<file path="src/rtl/fp16_accum_pkg.sv">
`default_nettype none
// +------------------------------------------------------------------+
// | fp16_accum_pkg                                                   |
// | Shared half-precision constants for the accumulator and adder.   |
// | Revision: 1.0                                                    |
// +------------------------------------------------------------------+
package fp16_accum_pkg;

    localparam logic [15:0] FP16_P_ZERO = 16'h0000;
    localparam logic [15:0] FP16_N_ZERO = 16'h8000;
    localparam logic [15:0] FP16_QNAN   = 16'h7E00;

endpackage : fp16_accum_pkg
`default_nettype wire

</file>
<file path="src/rtl/fp16_add.sv">
`default_nettype none
// +------------------------------------------------------------------+
// | fp16_add                                                         |
// | Pipelined half-precision adder: truncating, flush-to-zero,       |
// | denormal inputs treated as zero, NaN/Inf-Inf give quiet NaN.     |
// | Result valid LATENCY edges after the operands are presented.     |
// | Revision: 1.0                                                    |
// +------------------------------------------------------------------+
module fp16_add
    import fp16_accum_pkg::*;
#(
    parameter int LATENCY = 2
) (
    input  logic        clk,
    input  logic        rst_n,
    input  logic [15:0] a,
    input  logic [15:0] b,
    output logic [15:0] result
);

    logic        sa, sb, s_big;
    logic [4:0]  ea, eb, e_big, e_sml, d, p;
    logic [9:0]  fa, fb, f_big, f_sml;
    logic        a_nan, b_nan, a_inf, b_inf, a_zero, b_zero;
    logic [23:0] m_big, m_sml;
    logic [24:0] s, norm;
    int          e_res;
    logic [15:0] sum_w;
    logic [15:0] pipe_q [LATENCY];

    // Single-cycle combinational sum; magnitudes are aligned with 13 extra
    // fraction bits and the final fraction is truncated.
    always_comb begin
        sa     = a[15];
        sb     = b[15];
        ea     = a[14:10];
        eb     = b[14:10];
        fa     = a[9:0];
        fb     = b[9:0];
        a_nan  = (ea == 5'h1F) && (fa != 10'h0);
        b_nan  = (eb == 5'h1F) && (fb != 10'h0);
        a_inf  = (ea == 5'h1F) && (fa == 10'h0);
        b_inf  = (eb == 5'h1F) && (fb == 10'h0);
        a_zero = (ea == 5'h0);
        b_zero = (eb == 5'h0);
        // Larger magnitude goes first so the subtraction never wraps
        if ({eb, fb} > {ea, fa}) begin
            s_big = sb; e_big = eb; f_big = fb; e_sml = ea; f_sml = fa;
        end else begin
            s_big = sa; e_big = ea; f_big = fa; e_sml = eb; f_sml = fb;
        end
        d     = e_big - e_sml;
        m_big = {1'b1, f_big, 13'h0};
        m_sml = {1'b1, f_sml, 13'h0} >> d;
        s     = (sa == sb) ? ({1'b0, m_big} + {1'b0, m_sml})
                           : ({1'b0, m_big} - {1'b0, m_sml});
        p = 5'd0;
        for (int i = 0; i < 25; i++) begin
            if (s[i]) p = 5'(i);
        end
        e_res = int'(e_big) + int'(p) - 23;
        norm  = s << (5'd24 - p);

        if (a_nan || b_nan || (a_inf && b_inf && (sa != sb))) begin
            sum_w = FP16_QNAN;
        end else if (a_inf) begin
            sum_w = a;
        end else if (b_inf) begin
            sum_w = b;
        end else if (a_zero && b_zero) begin
            sum_w = (sa && sb) ? FP16_N_ZERO : FP16_P_ZERO;
        end else if (a_zero) begin
            sum_w = b;
        end else if (b_zero) begin
            sum_w = a;
        end else if (s == 25'h0) begin
            sum_w = FP16_P_ZERO;
        end else if (e_res >= 31) begin
            sum_w = {s_big, 5'h1F, 10'h0};
        end else if (e_res <= 0) begin
            sum_w = {s_big, 15'h0};
        end else begin
            sum_w = {s_big, 5'(e_res), 10'(norm >> 14)};
        end
    end

    // Delay line that sets the adder latency
    always_ff @(posedge clk or negedge rst_n) begin
        if (!rst_n) begin
            for (int i = 0; i < LATENCY; i++) pipe_q[i] <= '0;
        end else begin
            pipe_q[0] <= sum_w;
            for (int i = 1; i < LATENCY; i++) pipe_q[i] <= pipe_q[i-1];
        end
    end

    assign result = pipe_q[LATENCY-1];

endmodule : fp16_add
`default_nettype wire

</file>
<file path="src/rtl/fp16_accum.sv">
`default_nettype none
// +------------------------------------------------------------------+
// | fp16_accum                                                       |
// | Streams half-precision operands into a running sum; in_last      |
// | closes the sum, which is offered with its operand count.         |
// | Revision: 1.0                                                    |
// +------------------------------------------------------------------+
module fp16_accum
    import fp16_accum_pkg::*;
#(
    parameter int ADD_LATENCY = 2,
    parameter int CNT_W       = 16
) (
    input  logic             clk,
    input  logic             rst_n,
    input  logic             in_valid,
    output logic             in_ready,
    input  logic [15:0]      in_data,
    input  logic             in_last,
    output logic             out_valid,
    input  logic             out_ready,
    output logic [15:0]      out_data,
    output logic [CNT_W-1:0] out_count,
    output logic             busy
);

    localparam int WCNT_W = (ADD_LATENCY < 2) ? 1 : $clog2(ADD_LATENCY + 1);

    typedef enum logic [1:0] {
        IDLE  = 2'd0,
        ACCUM = 2'd1,
        WAIT  = 2'd2,
        DONE  = 2'd3
    } state_t;

    state_t            state_q, state_d;
    logic [15:0]       acc_q, acc_d, op_q, op_d;
    logic              last_q, last_d;
    logic [WCNT_W-1:0] wcnt_q, wcnt_d;
    logic [CNT_W-1:0]  cnt_q, cnt_d, cnt_inc;
    logic [15:0]       out_data_q, out_data_d;
    logic [CNT_W-1:0]  out_count_q, out_count_d;
    logic [15:0]       add_result;
    logic              accept;

    fp16_add #(
        .LATENCY (ADD_LATENCY)
    ) u_add (
        .clk    (clk),
        .rst_n  (rst_n),
        .a      (acc_q),
        .b      (op_q),
        .result (add_result)
    );

    assign in_ready  = rst_n && ((state_q == IDLE) || (state_q == ACCUM));
    assign out_valid = (state_q == DONE);
    assign busy      = (state_q != IDLE);
    assign out_data  = out_data_q;
    assign out_count = out_count_q;
    assign accept    = in_valid && in_ready;
    assign cnt_inc   = (&cnt_q) ? cnt_q : cnt_q + CNT_W'(1);

    // Next-state and datapath updates; the published result is latched
    // whenever the machine is (or stays) in DONE so it holds afterwards.
    always_comb begin
        state_d     = state_q;
        acc_d       = acc_q;
        op_d        = op_q;
        last_d      = last_q;
        wcnt_d      = wcnt_q;
        cnt_d       = cnt_q;
        out_data_d  = out_data_q;
        out_count_d = out_count_q;
        case (state_q)
            IDLE: begin
                if (accept) begin
                    // First operand loads directly so -0 survives
                    acc_d   = in_data;
                    cnt_d   = CNT_W'(1);
                    state_d = in_last ? DONE : ACCUM;
                end
            end
            ACCUM: begin
                if (accept) begin
                    op_d    = in_data;
                    last_d  = in_last;
                    wcnt_d  = WCNT_W'(ADD_LATENCY);
                    cnt_d   = cnt_inc;
                    state_d = WAIT;
                end
            end
            WAIT: begin
                if (wcnt_q != '0) begin
                    wcnt_d = wcnt_q - WCNT_W'(1);
                end else begin
                    acc_d   = add_result;
                    state_d = last_q ? DONE : ACCUM;
                end
            end
            DONE: begin
                if (out_ready) state_d = IDLE;
            end
            default: state_d = IDLE;
        endcase
        if (state_d == DONE) begin
            out_data_d  = acc_d;
            out_count_d = cnt_d;
        end
    end

    // State and datapath registers
    always_ff @(posedge clk or negedge rst_n) begin
        if (!rst_n) begin
            state_q     <= IDLE;
            acc_q       <= '0;
            op_q        <= '0;
            last_q      <= 1'b0;
            wcnt_q      <= '0;
            cnt_q       <= '0;
            out_data_q  <= '0;
            out_count_q <= '0;
        end else begin
            state_q     <= state_d;
            acc_q       <= acc_d;
            op_q        <= op_d;
            last_q      <= last_d;
            wcnt_q      <= wcnt_d;
            cnt_q       <= cnt_d;
            out_data_q  <= out_data_d;
            out_count_q <= out_count_d;
        end
    end

endmodule : fp16_accum
`default_nettype wire

</file>
<file path="config.mk">
export PLATFORM = sky130hd
export DESIGN_NAME = fp16_accum
export DESIGN_NICKNAME = d
export VERILOG_FILES = /design/src/rtl/fp16_accum_pkg.sv /design/src/rtl/fp16_add.sv /design/src/rtl/fp16_accum.sv
export SDC_FILE = /design/constraint.sdc
export NUM_CORES = 1
export LEC_CHECK = 0
export ABC_AREA = 1
export BUFFER_PORTS_ARGS = -buffer_cell sky130_fd_sc_hd__buf_2
export CORE_MARGIN = 2
export CORE_UTILIZATION = 35
export CTS_BUF_LIST = sky130_fd_sc_hd__clkbuf_4 sky130_fd_sc_hd__clkbuf_8
export CTS_CLUSTER_DIAMETER = 30
export DETAILED_ROUTE_END_ITERATION = 6
export PLACE_DENSITY = 0.61
export SLEW_MARGIN = 20
export SYNTH_ARGS = -nofsm -noshare
export SYNTH_HDL_FRONTEND = slang
export SYNTH_SLANG_ARGS = --single-unit
</file>
<file path="constraint.sdc">
create_clock -name clk -period 7.3 [get_ports clk]
set_input_delay 0.73 -clock clk [delete_from_list [all_inputs] [get_ports clk]]
set_output_delay 0.73 -clock clk [all_outputs]
set_load 0.01 [all_outputs]
</file>
==> results.yml, run 1 <==
synthesis:
  mappedNetlistArea_mm2: 0.0102
  synth-edff-count: 0
  seq_area_frac_synth_pct: 28.6
  synth.avg_cell_area_um2: 6.50
  synthFlopType: "dfrtp_1"
  synth_nets: 1650
  synth.largest_area_cell: "dfrtp_1"
  yosysUniqueCellTypes: 59
  async_flop_share_pct: 100
  ys.warnings.count: 0
  synth_cells: 1576
  netlist.area_leader.share_pct: 28.6
  ys_ff_latch: 117
  synthTopCellsByArea: "dfrtp_1 (29%), nand2_1 (18%), nand3_1 (12%), ha_1 (6.2%), inv_1 (6.2%)"
floorplan:
  rows: 62
  core_mm2: 0.0288
  dieHeight_um: 175
  num_io_pins: 56
  die-area_mm2: 0.0306
  die_w_um: 175
  initial_core_util_pct: 35.6
clock_tree:
  ctsLongestPathBuffers: 2
  clkLatencyLatePin_ns: 0.45
  tritoncts: "yes"
  clock-sinks: 117
  cts_hold_buf: 0
  root_buffer: "clkbuf_8"
  cts_buffers: 17
  cts.htree.levels: 4
  clkTransAtPathRegs_ns: 0.08
finish:
  syn_to_final_growth_pct: 40.3
  filler_cell_count: 2882
  final_common_cell: "nand2_1"
  nets: 1970
  final_cell_mix: "nand2_1 (441), buf_4 (292), nand3_1 (219), inv_1 (155), dfrtp_1 (117)"
  multi_input_area_mm2: 0.00712
  final_area_mm2: 0.0144
  diodes: 0
  seqCellArea_mm2: 0.00293
  drive_above_1_share_pct: 32.3
sta:
  fmax_mhz: 131
  rsz0062_at_grt: "true"
  slew_viol_final: 0
  finClkSkew_ns: 0.0104
  hold_viol_final: 0
  tightest_slew_ns: 0.964
  setup_slack_ns: -0.341
  period_share_pct: 105
  setup_viol: 12
  slew_headroom_pct: 35.3
  min_period_ns: 7.64
routing:
  via_per_inst: 5.21
  met1_length_mm: 15.6
  wl_per_cell_um: 15.9
  drc_errors: 0
  met2_length_mm: 17.3
  via_count: 11942
  dr.pass1.iters: 5
  topRoutingLayerUsed: "met4"
  drt-total-wl_mm: 36.6
  met3_length_mm: 2.08
  ant_nets: 0
  drt_iter0_drc: 986
worst_hold_path:
  hold_path.class: "in2async"
grt:
  antenna_found_initial: 1
  grt_start_max_net_pins: 74
  grt_pass1_vias: 11430
  grt.total_usage_pct: 23.8
  grt_pass1_wl_mm: 58.5
  grt_overflow: 0
worst_setup_path:
  criticalPathCategory: "reg2reg"
  crit_start: "op_q[14]"
  regToRegSetupSlack_ns: -0.34
  setup.worst_path.end_class: "flip-flop"
  crit_required_ns: 7.67
  timing.rr.start: "op_q[14]"
  cp_max_fo: 7
  worstPathArrival_ns: 8.01
  start_kind: "flip-flop"
  rr_worst_depth: 61
  cpMaxStageDelayCell: "dfrtp_1"
  r2r-end: "u_add.pipe_q[19]"
  cpPeakStageDelay_ns: 0.42
  crit_top_cell: "nand2_2"
placement:
  port_buffers: 55
  placed_area_mm2: 0.0128
  globalplace.congestion: 0.979
  pre_cts_slack_ns: -0.824
  dp_hpwl_mm: 28.1
run:
  cap_viol_max_count: 0
outcome:
  outcome: "finished, violations left"
  violations: "negative setup slack"
cells in the mapped netlist (5+ instances only):
library cell  instances
nand2_2              15
nor2_2                5
xor2_1               22
nand2_1             489
o21ai_1              17
buf_2                12
nor4_1                8
ha_1                 51
o211ai_1             17
buf_6                10
a32oi_1               7
o21ai_2               5
clkbuf_1             33
nand3_1             238
a31oi_1              10
nand3_2               8
nor3_1               18
o22ai_1               8
nor2_1               83
o21ai_0              77
inv_2                14
nand4_1              17
inv_1               168
a21oi_1              62
dfrtp_1             117
metrics by stage:
stage | cells | setup TNS, ns | utilization (%) | hold slack (ns)
final | 2293 | -2.55 | 49.9 | 0.290
after detailed placement | 2219 | -7.95 | 44.3 | 0.337
after CTS | 2280 | -1.50 | 48.3 | 0.301
after floorplan | 1576 | 0 | - | 0.331
after global placement | 2219 | -5.09 | 44.3 | 0.333
after global routing | 2293 | -8.78 | 49.9 | 0.319
how the worst max path moves through the flow:
stage | endpoint | slack, ns | cells after the start
2_1_floorplan | u_add.pipe_q[20] | 0.01 | 62
6_report | u_add.pipe_q[19] | -0.34 | 61
4_1_cts | u_add.pipe_q[20] | -0.21 | 60
5_1_grt | u_add.pipe_q[19] | -0.77 | 70
3_5_place_dp | u_add.pipe_q[20] | -0.82 | 53
3_3_place_gp | u_add.pipe_q[21] | -0.66 | 58
flip-flops by register name, indices dropped and copies added (netlist names):
signal / flops
u_add.pipe_q: 16
op_q: 16
acc_q: 16
u_add.result: 16
last_q: 1
out_data: 16
wcnt_q: 2
state_q: 2
cnt_q: 16
out_count: 16
kinds of logic after synthesis:
family / after synthesis / share of synthesized area (%)
buf+inv: 244 / 9.87
compound gates: 224 / 12.7
flops: 117 / 28.6
mux: 3 / 0.305
fa+ha+maj: 53 / 6.62
xor+xnor: 27 / 2.46
simple gates: 908 / 39.4
critical path, delay by kind of cell, from the launching register on:
family                     cells  cell delay (ns)
and+or+nand+nor               29             2.48
AOI/OAI and AO/OA             13             1.80
adders and majority gates      6             1.63
buffers and inverters         12             1.05
DFF                            1             0.42
xor gates and xnor gates       1             0.15
cell type report:
| class | count | share of cell area, % |
|---|---|---|
| Multi-Input combinational cell | 1215 | 49.6 |
| Sequential cell | 117 | 20.4 |
| Timing Repair Buffer | 359 | 18.4 |
| Inverter | 185 | 4.90 |
| Tap cell | 384 | 3.34 |
| Clock buffer | 19 | 1.78 |
| Clock inverter | 13 | 1.58 |
| Timing Repair inverter | 1 | 0.0522 |
routing by layer:
layer	GRT usage [%]	up-vias
met4	10.0	0
met1	30.6	5602
met2	40.0	400
met3	3.22	94
met5	0	-
li1	-	5846
repair_timing:
item | CTS | global route
setup endpoints to repair | 15 | 15
resized for setup | 110 | 93
cloned | 2 | 1
setup buffers | 29 | 14
pin swaps | 58 | 59
Power of run 1 is left out: the tool's default activity adds up to more than one toggle a clock period on the data nets, which glitch-free logic cannot reach.
==> run 2: changes to the inputs <==
--- a/config.mk
+++ b/config.mk
@@ -5,14 +5,13 @@
 export SDC_FILE = /design/constraint.sdc
 export NUM_CORES = 1
 export LEC_CHECK = 0
-export ABC_AREA = 1
 export BUFFER_PORTS_ARGS = -buffer_cell sky130_fd_sc_hd__buf_2
 export CORE_MARGIN = 2
-export CORE_UTILIZATION = 35
+export CORE_UTILIZATION = 25
 export CTS_BUF_LIST = sky130_fd_sc_hd__clkbuf_4 sky130_fd_sc_hd__clkbuf_8
 export CTS_CLUSTER_DIAMETER = 30
 export DETAILED_ROUTE_END_ITERATION = 6
-export PLACE_DENSITY = 0.61
+export PLACE_DENSITY = 0.5
 export SLEW_MARGIN = 20
 export SYNTH_ARGS = -nofsm -noshare
 export SYNTH_HDL_FRONTEND = slang
==> results.yml, run 2 <==
routing:
  dr.pass1.iters: 5
  drt_iter0_drc: 896
  wl_per_cell_um: 18.2
  via_count: 12327
  via_per_inst: 5.16
  drc_errors: 0
  ant_nets: 0
  drt-total-wl_mm: 43.5
synthesis:
  ys.warnings.count: 0
  synth.largest_area_cell: "dfrtp_1"
  ys_ff_latch: 117
  synth_nets: 1421
  synthFlopType: "dfrtp_1"
  synth_common_cells: "nand2_1 (157), dfrtp_1 (117), nor2_1 (109)"
  synth_cells: 1347
  synth.avg_cell_area_um2: 8.29
  synthTopCellsByArea: "dfrtp_1 (26%), ha_1 (5.7%), mux2_2 (5.5%), nand2_1 (5.3%), a21oi_1 (4.1%)"
  netlist.area_leader.share_pct: 26.2
  seq_area_frac_synth_pct: 26.2
  yosysUniqueCellTypes: 116
  async_flop_share_pct: 100
  synth-edff-count: 0
  mappedNetlistArea_mm2: 0.0112
  synth.most_common_cell: "nand2_1"
worst_setup_path:
  timing.rr.start: "acc_q[6]"
  cpMaxStageDelayCell: "mux4_2"
  crit_required_ns: 7.69
  setup.worst_path.end_class: "flip-flop"
  cpPeakStageDelay_ns: 0.49
  crit_family: "compound AO/OA/AOI/OAI gates"
  crit_start: "acc_q[6]"
  criticalPathCategory: "reg2reg"
  crit_top_cell: "a21oi_2"
  critical_path_buf_inv_count: 3
  start_kind: "flip-flop"
  cp_max_fo: 4
  worstPathArrival_ns: 9.21
floorplan:
  core_mm2: 0.0441
  die-area_mm2: 0.0464
  initial_core_util_pct: 25.3
  num_io_pins: 56
  rows: 77
  dieHeight_um: 215
  die_w_um: 215
clock_tree:
  cts_buffers: 17
  clkLatencyLatePin_ns: 0.45
  cts_hold_buf: 0
  clkTransAtPathRegs_ns: 0.08
  root_buffer: "clkbuf_8"
  ctsLongestPathBuffers: 2
  tritoncts: "yes"
  cts.htree.levels: 4
  clock-sinks: 117
grt:
  antenna_found_initial: 0
  grt_overflow: 0
  grt.total_usage_pct: 18.4
  grt_pass1_wl_mm: 68.5
  grt_start_max_net_pins: 63
  grt_pass1_vias: 12371
sta:
  setup_slack_ns: -1.52
  rsz0062_at_grt: "true"
  finClkSkew_ns: 0.0130
  period_share_pct: 121
  min_period_ns: 8.82
  setup_viol: 15
  tightest_slew_ns: 0.926
  slew_headroom_pct: 38.0
  hold_viol_final: 0
  holdWs_ns: 0.321
  slew_viol_final: 0
  fmax_mhz: 113
placement:
  dp_hpwl_mm: 34.7
  placed_area_mm2: 0.0150
  port_buffers: 55
  pre_cts_slack_ns: -1.75
  globalplace.congestion: 0.960
finish:
  diodes: 0
  syn_to_final_growth_pct: 48.7
  filler_cell_count: 4571
  multi_input_area_mm2: 0.00863
  nets: 1858
  drive_above_1_share_pct: 43.4
  final_area_mm2: 0.0166
  final_common_cell: "buf_4"
  final_cell_mix: "buf_4 (424), nand2_1 (146), dfrtp_1 (115), nor2_1 (103), a21oi_1 (71)"
  seqCellArea_mm2: 0.00293
outcome:
  outcome: "finished, violations left"
  violations: "negative setup slack"
run:
  cap_viol_max_count: 0
worst_hold_path:
  hold_path.class: "in2async"
[run 2: changes by cell type in the layout (fill, tap and decap cells not counted), sizes merged, moves of 29 or more]
cell / change
nand3: -199
a21oi: +29
mux2i: +41
inv: -118
a22oi: +31
buf: +133
nand2: -349
mux2: +56
[run 2: worst register-to-register path: cells and delay by family, from the launching register on]
family,cells,cell delay (ns)
muxes,3,0.87
DFF,1,0.38
adders and majority gates,5,1.36
and+or+nand+nor,12,2.26
xor gates and xnor gates,1,0.14
AOI/OAI and AO/OA,22,3.33
buffers and inverters,3,0.40
[run 2: routing by layer]
metal | vias to the layer above | part of all wire [%] | wire, um | track usage [%]
met4 | 0 | 2.2 | 949 | 4.67
met1 | 6056 | 47 | 20500 | 25.3
met3 | 56 | 3.5 | 1530 | 1.50
met5 | - | 0 | 0 | 0
met2 | 301 | 47 | 20500 | 30.9
li1 | 5914 | - | - | -
[run 2: cell type report]
class,instances,share of cell area (%)
inverters,60,1.37
repair buffers,491,21.7
flip-flops and latches,117,17.7
multi-input cells,1097,52.0
clock inverters,14,1.33
clock buffers,18,1.49
well taps,592,4.46
[run 2: cells by family after synthesis]
group / count (synthesis) / share of synthesized area [%]
flip-flops: 117 / 26.2
AO/OA/AOI/OAI: 441 / 28.4
multiplexers: 106 / 10.9
AND/OR/NAND/NOR: 469 / 20.5
buffers and inverters: 133 / 5.13
adder cells (fa/ha/maj): 53 / 6.07
XOR/XNOR: 28 / 2.73
[run 2: per-stage QoR]
stage	util (%)	TNS (ns)	instances
CTS	36.3	-17.38	2370
global route	37.6	-28.39	2389
finish	37.6	-19.63	2389
floorplan	-	-19.55	1347
global placement	34.0	-21.71	2316
detailed placement	34.0	-23.26	2316
[run 2: worst paths after layout]
kind / cells past startpoint / slack (ns) / end
max: 46 / -1.52 / u_add.pipe_q[19]
min: 1 / 0.32 / out_count[7]
max reg2reg: 46 / -1.52 / u_add.pipe_q[19]
min reg2reg: 0 / 0.35 / u_add.result[4]
max in group asynchronous: 2 / 5.66 / op_q[12]
min in group clk: 0 / 0.35 / u_add.result[4]
[run 2: what timing repair did]
item,4_1_cts,5_1_grt
endpoints found under the setup margin,16,16
pin swaps,46,78
setup buffers,25,25
gates resized for setup,80,81
Power of run 2 is left out for the same reason.
==> run 3: changes to the inputs <==
--- a/config.mk
+++ b/config.mk
@@ -6,12 +6,13 @@
 export NUM_CORES = 1
 export LEC_CHECK = 0
 export BUFFER_PORTS_ARGS = -buffer_cell sky130_fd_sc_hd__buf_2
+export CORE_ASPECT_RATIO = 0.8
 export CORE_MARGIN = 2
-export CORE_UTILIZATION = 25
+export CORE_UTILIZATION = 30
 export CTS_BUF_LIST = sky130_fd_sc_hd__clkbuf_4 sky130_fd_sc_hd__clkbuf_8
 export CTS_CLUSTER_DIAMETER = 30
 export DETAILED_ROUTE_END_ITERATION = 6
-export PLACE_DENSITY = 0.5
+export PLACE_DENSITY = 0.55
 export SLEW_MARGIN = 20
 export SYNTH_ARGS = -nofsm -noshare
 export SYNTH_HDL_FRONTEND = slang
==> results.yml, run 3 (synthesis gave the netlist of run 2 again) <==
routing:
  via_count: 12413
  wl_per_cell_um: 18.8
  drt_iter0_drc: 1127
  dr.pass1.iters: 7
  met2_length_mm: 18.2
  via_per_inst: 5.46
  drt-total-wl_mm: 42.8
  ant_nets: 0
  topRoutingLayerUsed: "met4"
  met3_length_mm: 3.24
  met1_length_mm: 20.5
  drc_errors: 2
sta:
  slew_headroom_pct: 29.4
  slew_viol_final: 0
  hold_viol_final: 0
  period_share_pct: 122
  setup_viol: 16
  rsz0062_at_grt: "true"
  fmax_mhz: 112
  min_period_ns: 8.90
  tightest_slew_ns: 1.06
  setup_slack_ns: -1.60
  finClkSkew_ns: 0.0221
  holdWs_ns: 0.344
finish:
  final_common_cell: "buf_4"
  syn_to_final_growth_pct: 43.8
  filler_cell_count: 3682
  final_area_mm2: 0.0161
  drive_above_1_share_pct: 41.2
  diodes: 0
  final_cell_mix: "buf_4 (419), nand2_1 (152), dfrtp_1 (115), nor2_1 (106), a21oi_1 (72)"
  layout.cells.non_filler: 2274
  final_util_pct: 43.5
  nets: 1848
placement:
  globalplace.congestion: 0.958
  dp_hpwl_mm: 34.0
  placed_area_mm2: 0.0149
  port_buffers: 55
  place_inst: 2214
clock_tree:
  tritoncts: "yes"
  ctsLongestPathBuffers: 2
  cts_hold_buf: 0
  clkLatencyLatePin_ns: 0.44
  cts_buffers: 17
  clkTransAtPathRegs_ns: 0.09
  clock-sinks: 117
  root_buffer: "clkbuf_8"
  cts.htree.levels: 4
worst_setup_path:
  crit_required_ns: 7.68
  setup.worst_path.end_class: "flip-flop"
  cp_max_fo: 4
  cpPeakStageDelay_ns: 0.42
  start_kind: "flip-flop"
  worstPathArrival_ns: 9.28
  crit_top_cell: "a21oi_2"
  criticalPathCategory: "reg2reg"
  cpMaxStageDelayCell: "dfrtp_1"
grt:
  grt_pass1_wl_mm: 67.0
  grt.total_usage_pct: 22.0
  grt_overflow: 0
  grt_start_max_net_pins: 68
  antenna_found_initial: 0
  grt_pass1_vias: 11960
floorplan:
  die_w_um: 220
  initial_core_util_pct: 30.3
  die-area_mm2: 0.0388
  rows: 63
  dieHeight_um: 177
  core_mm2: 0.0369
  num_io_pins: 56
outcome:
  outcome: "finished, violations left"
  violations: "design-rule violations, negative setup slack"
worst_hold_path:
  hold_path.class: "reg2reg"
run:
  cap_viol_max_count: 0
## run 3: cell count changes in the layout (fill, tap and decap cells not counted), sizes merged
cell      before  now
buf          491  481
clkinv         3    4
bufinv         5    2
clkinvlp       2    4
## run 3: final timing paths
path | startpoint | slack (ns) | endpoint | cells past startpoint
setup / recovery | op_q[4] | -1.60 | u_add.pipe_q[21] | 51
hold reg to reg | u_add.pipe_q[30] | 0.34 | u_add.result[14] | 0
max in group asynchronous | rst_n | 5.67 | op_q[6] | 2
setup reg to reg | op_q[4] | -1.60 | u_add.pipe_q[21] | 51
min in group asynchronous | rst_n | 0.39 | acc_q[11] | 1
hold / removal | u_add.pipe_q[30] | 0.34 | u_add.result[14] | 0
## run 3: metal layers
| metal | up-vias | global-route usage (%) |
|---|---|---|
| met5 | - | 0 |
| met4 | 0 | 4.73 |
| met3 | 54 | 4.38 |
| met2 | 466 | 32.3 |
| met1 | 5975 | 33.1 |
| li1 | 5918 | - |
## run 3: metrics by stage
stage          TNS [ns]  setup slack [ns]
2_1_floorplan    -19.55             -1.72
3_3_place_gp     -20.77             -1.61
3_5_place_dp     -23.03             -1.77
4_1_cts          -16.91             -1.35
5_1_grt          -28.76             -2.11
6_report         -21.05             -1.60
## run 3: cell type report
type	count	area (um^2)	area share [%]
clock buffer	18	248	1.54
clock inverter	14	149	0.928
tap	487	609	3.80
inverter	60	228	1.42
sequential	117	2930	18.3
multi-input combinational	1097	8370	52.2
timing repair buffer	481	3510	21.9
## run 3: timing repair
action,CTS,global route
setup buffers,24,6
endpoints found under the hold margin,0,0
gates resized for setup,78,27
setup endpoints to repair,16,16
pin swaps,52,36
## run 3: worst max-delay path: cells and delay by family (launching register included)
family / cells / cell delay [ns]
mux: 2 / 0.31
fa+ha+maj: 5 / 1.44
compound gates: 23 / 3.30
simple gates: 14 / 2.38
flops: 1 / 0.42
xor+xnor: 1 / 0.14
buf+inv: 6 / 0.83
Power of run 3 is left out for the same reason.
